`config.mk`:
```
export PLATFORM = sky130hd
export DESIGN_NAME = pipe_ctrl
export DESIGN_NICKNAME = d
export VERILOG_FILES = /design/src/rtl/pipe_ctrl.sv
export SDC_FILE = /design/constraint.sdc
export NUM_CORES = 1
export LEC_CHECK = 0
export ABC_CLOCK_PERIOD_IN_PS = 2800
export CORE_MARGIN = 8
export CORE_UTILIZATION = 30
export DETAILED_ROUTE_END_ITERATION = 12
export MAX_ROUTING_LAYER = met4
export PLACE_DENSITY = 0.58
export SKIP_LAST_GASP = 1
export SYNTH_ARGS = -nofsm -noshare
export SYNTH_HDL_FRONTEND = slang
export SYNTH_SLANG_ARGS = --single-unit
```
`constraint.sdc`:
```
create_clock -name clk -period 2.8 [get_ports clk]
set_input_delay 0.56 -clock clk [delete_from_list [all_inputs] [get_ports clk]]
set_output_delay 0.56 -clock clk [all_outputs]
set_load 0.01 [all_outputs]
```
`src/rtl/pipe_ctrl.sv`:
```
// Pipeline hold/flush scheduler for the pc_reg -> if_id -> id_ex -> ex core.
// state | meaning: RUN (0) free-running | EX_HOLD (1) ex multi-cycle hold | EXT_HOLD (2) external stall
module pipe_ctrl #(
    parameter int TIMEOUT_CYCLES = 1024,
    parameter int TO_W           = 10
) (
    input  logic        clk,
    input  logic        rst_n,
    input  logic        jump_en_i,
    input  logic [31:0] jump_addr_i,
    input  logic        hold_flag_i,
    input  logic        load_use_i,
    input  logic        ext_hold_i,
    input  logic        cnt_clr_i,
    output logic        jump_en_o,
    output logic [31:0] jump_addr_o,
    output logic        hold_pc_o,
    output logic        hold_if_id_o,
    output logic        hold_id_ex_o,
    output logic        flush_if_id_o,
    output logic        flush_id_ex_o,
    output logic [1:0]  state_o,
    output logic        timeout_o,
    output logic [31:0] stall_cnt_o,
    output logic [31:0] flush_cnt_o
);
    localparam logic [1:0] RUN      = 2'd0;
    localparam logic [1:0] EX_HOLD  = 2'd1;
    localparam logic [1:0] EXT_HOLD = 2'd2;

    // Down-counter: loaded on EX_HOLD entry (one hold cycle already spent), terminal at zero.
    localparam logic [TO_W-1:0] TC_LOAD = TO_W'(TIMEOUT_CYCLES - 2);

    logic [1:0]      state_q, state_d;
    logic [TO_W-1:0] left_q, left_d;
    logic            to_set, run_rules;
    logic            jmp, h_pc, h_ifid, h_idex, f_ifid, f_idex;

    always_comb begin
        state_d   = state_q;
        left_d    = left_q;
        to_set    = 1'b0;
        run_rules = 1'b0;
        jmp       = 1'b0;
        h_pc      = 1'b0;
        h_ifid    = 1'b0;
        h_idex    = 1'b0;
        f_ifid    = 1'b0;
        f_idex    = 1'b0;
        case (state_q)
            EX_HOLD: begin
                if (ext_hold_i) begin
                    {h_pc, h_ifid, h_idex} = 3'b111;
                    state_d = EXT_HOLD;
                    left_d  = '0;
                end else if (hold_flag_i) begin
                    if (left_q != '0) begin
                        {h_pc, h_ifid, h_idex} = 3'b111;
                        left_d = left_q - TO_W'(1);
                    end else begin
                        f_idex  = 1'b1;
                        to_set  = 1'b1;
                        state_d = RUN;
                    end
                end else begin
                    run_rules = 1'b1;
                end
            end
            EXT_HOLD: begin
                if (ext_hold_i) begin
                    {h_pc, h_ifid, h_idex} = 3'b111;
                end else begin
                    run_rules = 1'b1;
                end
            end
            default: run_rules = 1'b1;
        endcase

        // Release paths reuse the RUN priority in the same cycle.
        if (run_rules) begin
            state_d = RUN;
            left_d  = '0;
            if (ext_hold_i) begin
                {h_pc, h_ifid, h_idex} = 3'b111;
                state_d = EXT_HOLD;
            end else if (jump_en_i) begin
                jmp    = 1'b1;
                f_ifid = 1'b1;
                f_idex = 1'b1;
            end else if (hold_flag_i) begin
                {h_pc, h_ifid, h_idex} = 3'b111;
                state_d = EX_HOLD;
                left_d  = TC_LOAD;
            end else if (load_use_i) begin
                h_pc   = 1'b1;
                h_ifid = 1'b1;
                f_idex = 1'b1;
            end
        end
    end

    assign jump_en_o     = rst_n & jmp;
    assign jump_addr_o   = jump_en_o ? jump_addr_i : 32'h0;
    assign hold_pc_o     = rst_n & h_pc;
    assign hold_if_id_o  = rst_n & h_ifid;
    assign hold_id_ex_o  = rst_n & h_idex;
    assign flush_if_id_o = rst_n & f_ifid;
    assign flush_id_ex_o = rst_n & f_idex;
    assign state_o       = state_q;

    always_ff @(posedge clk or negedge rst_n) begin
        if (!rst_n) begin
            state_q     <= RUN;
            left_q      <= '0;
            timeout_o   <= 1'b0;
            stall_cnt_o <= 32'h0;
            flush_cnt_o <= 32'h0;
        end else begin
            state_q <= state_d;
            left_q  <= left_d;
            if (to_set) timeout_o <= 1'b1;
            if (cnt_clr_i)
                stall_cnt_o <= 32'h0;
            else if (hold_pc_o && stall_cnt_o != 32'hFFFF_FFFF)
                stall_cnt_o <= stall_cnt_o + 32'd1;
            if (cnt_clr_i)
                flush_cnt_o <= 32'h0;
            else if (jump_en_o && flush_cnt_o != 32'hFFFF_FFFF)
                flush_cnt_o <= flush_cnt_o + 32'd1;
        end
    end
endmodule

```
==> flow_metrics.tcl, run 1 <==
set metrics [dict create \
    status "finished, final reports clean" \
    synth_ff_type "dfrtp_1" \
    hold_path.class "in2async" \
    netlist_area_mm2 0.00458 \
    yosys.area.top_type "dfrtp_1" \
    grt_max_degree 42 \
    power_frac_seq_pct 33.1 \
    yosysSeqAreaShare_pct 42.1 \
    worst_slew_pin_slew_ns 0.570 \
    yosysMostFrequentCell "dfrtp_1" \
    nets 731 \
    die_h_um 140 \
    clock_latency_ns 0.34 \
    p_comb_share_pct 34.6 \
    worst_slack_ns 0.0893 \
    worst-path-max-fanout 35 \
    clock_skew_ns 0.00652 \
    drt_iter0_markers 332 \
    hold_violations 0 \
    clk_pin_slew_ns 0.06 \
    root_buffer "clkbuf_16" \
    timing.rr.start "state_o[1]" \
    drv_slew 0 \
    grt_pass1_wl_um 23800 \
    htree_levels 3 \
    area.growth.synth_to_final_pct 47.7 \
    dpl-instance-area_mm2 0.00640 \
    dieArea_mm2 0.0195 \
    slew_headroom_pct 62.0 \
    cap_violations 0 \
    vias 4524 \
    p_int_uw 2570 \
    setup_viol_count_final 0 \
    path_buf_inv 4 \
    worst_setup_path_start_kind "flip-flop" \
    avgSynthCellArea_um2 8.77 \
    endpoint "jump_addr_o[26]" \
    hpwl_um 10900 \
    whs_ns 0.0227 \
    cts_buffer_depth 2 \
    ios 144 \
    path_cells "buf_4 > ha_4 > o311ai_4 > inv_2 > buf_12 > and2_1 > dlygate4sd2_1" \
    grt_pass1_vias 4321 \
    synth_common_cells "dfrtp_1 (77), nor2_1 (54), and2_1 (38), a21oi_1 (34), o21ai_0 (34)" \
    grt-ovfl-total 0 \
    rsz0062_at_grt "no" \
    peakVddDrop_v 0.000428 \
    fin_crit_sh_pct 96.8 \
    max_freq_mhz 369 \
    reg2reg_depth 10 \
    ys_ff_latch 77 \
    wl_per_cell_um 16.6 \
    first_pass_iters 4 \
    synth-edff-count 0 \
    ys_top_cells_by_area "dfrtp_1 (42%), and2_1 (5.2%), nor2_1 (4.4%)" \
    synthCells 522 \
    drive_gt1_share_pct 11.0 \
    start_util_pct 30.5 \
    die_w_um 140 \
    slowest_stage "dfrtp_1" \
    totalWireLength_um 14600 \
    drtAntennaViolNets 0 \
    syn_nets 567 \
    postSynth.asyncResetShare_pct 100 \
    p_leak_uw 0.00286 \
    p_per_area_mw_per_mm2 562 \
    cp-end-kind "output pin" \
    final_area_mm2 0.00676 \
    dp_cells 860 \
    core_area_mm2 0.0150 \
    cp.required_ns 2.24 \
    max_stage_delay_ns 0.39 \
    vias_per_cell 5.15 \
    switching_share_pct 32.4 \
    startpoint "state_o[1]" \
    critical-path-top-delay-family "buffers and inverters" \
    cp.depth 7 \
    antenna_found_initial 0 \
    gp_congestion 0.829 \
    p_total_uw 3800 \
    synth_top_area_share_pct 42.1 \
    clkPwrFrac_pct 32.4 \
    grt_usage_pct 15.4 \
    crit_type "reg2out" \
    antenna-diode-count 0 \
    p_switching_uw 1230 \
    fin_crit_ns 2.71 \
    yosysWarnings 0 \
    rows 45 \
    pre_cts_ws_ns -0.227 \
    synth.distinct_cells 57 \
    tritoncts "built" \
    rrSetupSlack_ns 0.33 \
    numCtsBuffers 9 \
    route.detailed.drc 0 \
    clock-sinks 77 \
    portBuffers 143 \
    reg2reg_to "stall_cnt_o[15]" \
    cp.arrival_ns 2.15 \
    layout.cells.non_filler 879 \
]
## cell families after synthesis
family | synth area share (%)
adder cells (fa/ha/maj) | 1.64
XOR/XNOR | 5.74
multiplexers | 1.15
AND/OR/NAND/NOR | 30.5
flip-flops | 42.1
buffers and inverters | 3.74
AO/OA/AOI/OAI | 15.2
## power by group through the flow
| stage | registers, µW | clock network [µW] | logic, µW |
|---|---|---|---|
| after floorplan | 1270 | 0 | 687 |
| after global placement | 1270 | 0 | 1230 |
| after detailed placement | 1270 | 0 | 1250 |
| after CTS | 1250 | 1270 | 1300 |
| after global routing | 1270 | 1320 | 1460 |
| final | 1260 | 1230 | 1310 |
## area by class of cell
| cell class | count | area (µm²) |
|---|---|---|
| fillers | 1444 | 8270 |
| multi-input cells | 405 | 2540 |
| flip-flops and latches | 77 | 1930 |
| repair buffers | 178 | 1690 |
| clock buffers | 13 | 270 |
| well taps | 188 | 235 |
| inverters | 15 | 56.3 |
| clock inverters | 3 | 42.5 |
## sequential cells by signal, summed over array words and instances (netlist names)
signal,flops
timeout_o,1
state_o,2
stall_cnt_o,32
left_q,10
flush_cnt_o,32
## routing by layer
| layer | share of wire (%) | routed length, µm | vias to the layer above | GRT usage [%] |
|---|---|---|---|---|
| met5 | 0 | 0 | - | - |
| met2 | 48 | 7060 | 83 | 24.2 |
| met1 | 47 | 6870 | 2213 | 19.9 |
| met3 | 3.8 | 561 | 9 | 3.21 |
| li1 | - | - | 2219 | - |
| met4 | 0.91 | 133 | 0 | 4.00 |
## stage by stage
stage / util, % / TNS (ns)
after global placement: 42.6 / -8.17
after floorplan: - / 0
final: 45.0 / 0
after global routing: 45.0 / 0
after CTS: 44.7 / -0.308
after detailed placement: 42.6 / -9.46
## placed cells by master, fill, tap and decap left out, types with 6 or more instances in the layout
cell and instances:
clkdlybuf4s50_1 100, dfrtp_1 77, nor2_1 53, and2_1 38, dlygate4sd2_1 37, a21oi_1 34, o21ai_0 34, buf_4 32
nand3_1 28, nand2_1 25, nand4_1 20, xor2_1 20, or3_1 18, nor3_1 14, inv_1 13, and3_1 12
or4_1 10, xnor2_1 10, nor4_1 9, clkbuf_16 9, a31oi_1 7, and4_1 6, o31ai_1 6
## timing repair
| action | CTS | global route |
|---|---|---|
| hold buffers | 0 | 0 |
| setup endpoints to repair | 38 | 35 |
| pin swaps | 2 | 3 |
| resized for setup | 45 | 9 |
| setup buffers | 1 | 2 |
| hold endpoints to repair | 0 | 0 |
| gates cloned | 0 | 0 |
## worst min-delay path by stage
stage	startpoint	end	slack, ns	cells after the start
detailed placement	rst_n	timeout_o	0.38	1
global route	rst_n	timeout_o	0.006	1
floorplan	rst_n	flush_cnt_o[0]	0.26	0
CTS	rst_n	timeout_o	0.004	1
global placement	rst_n	timeout_o	0.38	1
finish	rst_n	timeout_o	0.02	1
Note: power is estimated with default switching activity, not from simulation.
==> run 2, diff against run 1 <==
GPL_ROUTABILITY_DRIVEN = 0   (was default)
==> results of run 2 <==
The final DEF is identical to that of run 1; final timing and power are the same.
==> run 3, diff against run 2 <==
CORE_UTILIZATION = 47   (was 30)
PLACE_DENSITY = 0.83   (was 0.58)
==> flow_metrics.tcl, run 3 (same netlist as run 1, synthesis figures left out) <==
set metrics [dict create \
    fin_crit_ns 2.70 \
    tns_ns 0 \
    layout_commonest_cell "clkdlybuf4s50_1" \
    antenna_found_initial 0 \
    rows 36 \
    clk_pin_slew_ns 0.09 \
    clock_latency_ns 0.35 \
    antenna-diode-count 0 \
    die_h_um 115 \
    start_util_pct 47.7 \
    cp.required_ns 2.24 \
    p_per_area_mw_per_mm2 520 \
    fin_crit_sh_pct 96.4 \
    worst_setup_path_start_kind "flip-flop" \
    final_util_pct 68.3 \
    grt-ovfl-total 0 \
    nets 731 \
    grt_usage_pct 21.2 \
    worst_slew_pin_slew_ns 0.502 \
    setup_viol_count_final 0 \
    cp.arrival_ns 2.14 \
    top_regs "flush_cnt_o (32), stall_cnt_o (32), left_q (10)" \
    route.detailed.drc 0 \
    htree_levels 3 \
    peakVddDrop_v 0.000507 \
    portBuffers 143 \
    drtAntennaViolNets 0 \
    root_buffer "clkbuf_8" \
    hold_path.class "in2async" \
    wl_per_cell_um 16.6 \
    hpwl_um 10400 \
    status "finished, final reports clean" \
    numCtsBuffers 9 \
    clock-sinks 77 \
    p_leak_uw 0.00276 \
    clock_skew_ns 0.0140 \
    grt_max_degree 38 \
    drt_iter0_markers 245 \
    grt_pass1_vias 4454 \
    die_w_um 115 \
    worst-path-max-fanout 35 \
    hold_violations 0 \
    drive_gt1_share_pct 10.7 \
    cts_hold_buf 0 \
    dieArea_mm2 0.0132 \
    vias 4634 \
    totalWireLength_um 13700 \
    area.growth.synth_to_final_pct 43.0 \
    layout_common_cells "clkdlybuf4s50_1 (103), dfrtp_1 (77), nor2_1 (53), and2_1 (38), dlygate4sd2_1 (36)" \
    max_freq_mhz 370 \
    cap_violations 0 \
    drv_slew 0 \
    crit_type "reg2out" \
    first_pass_iters 5 \
    ios 144 \
    tritoncts "built" \
    cp-end-kind "output pin" \
    grt_pass1_wl_um 22100 \
    core_area_mm2 0.00959 \
    cts_buffer_depth 2 \
    whs_ns 0.222 \
    vias_per_cell 5.62 \
    slew_headroom_pct 66.2 \
]
-- run 3: cell type report --
class                      count  area [µm²]
clock buffer                  10         128
timing repair buffer         178        1670
inverter                      15        56.3
tap                          133         166
clock inverter                 6        63.8
multi-input combinational    405        2540
fill                         791        3040
sequential                    77        1930
-- run 3: worst max-delay path, cell delays in order, from the launching register on --
cell	delay [ns]
dfrtp_1	0.41
inv_1	0.13
ha_4	0.24
o311ai_4	0.28
inv_2	0.07
buf_12	0.16
clkdlybuf4s50_1	0.49
-- run 3: worst paths after layout --
kind | slack, ns | from | depth (start not counted) | to
min in group clk | 0.50 | timeout_o | 1 | timeout_o
worst max register to register | 0.37 | state_o[1] | 10 | stall_cnt_o[17]
worst min register to register | 0.50 | timeout_o | 1 | timeout_o
max in group asynchronous | 2.15 | rst_n | 2 | stall_cnt_o[9]
worst min-delay path | 0.22 | rst_n | 2 | flush_cnt_o[15]
worst max-delay path | 0.10 | state_o[0] | 6 | jump_en_o
-- run 3: repair_timing --
item	in CTS	in global routing
buffers inserted	2	1
pin swaps	2	2
cloned	0	0
setup endpoints to repair	38	6
resized for setup	41	7
-- run 3: metrics by stage --
| step | cells | instance area, µm² | power, µW | setup WS, ns |
|---|---|---|---|---|
| 2_1_floorplan | 522 | 4580 | 1960 | 0.405 |
| 3_3_place_gp | 805 | 6320 | 2450 | -0.0925 |
| 3_5_place_dp | 805 | 6320 | 2490 | -0.137 |
| 4_1_cts | 823 | 6500 | 3370 | -0.106 |
| 5_1_grt | 824 | 6550 | 3610 | -0.000164 |
| 6_report | 824 | 6550 | 3410 | 0.100 |
-- run 3: power breakdown --
group	leakage, µW	total [µW]	internal (µW)	switching (µW)
clock network	0.0000923	830	411	420
logic	0.00160	1320	604	716
registers	0.00107	1260	1190	71.0
-- run 3: routing by layer --
metal | vias to the layer above | GRT usage (%) | wire [µm]
li1 | 2216 | - | -
met1 | 2286 | 25.5 | 5840
met2 | 126 | 35.9 | 7130
met3 | 6 | 4.43 | 649
met4 | 0 | 4.73 | 61
met5 | - | - | 0
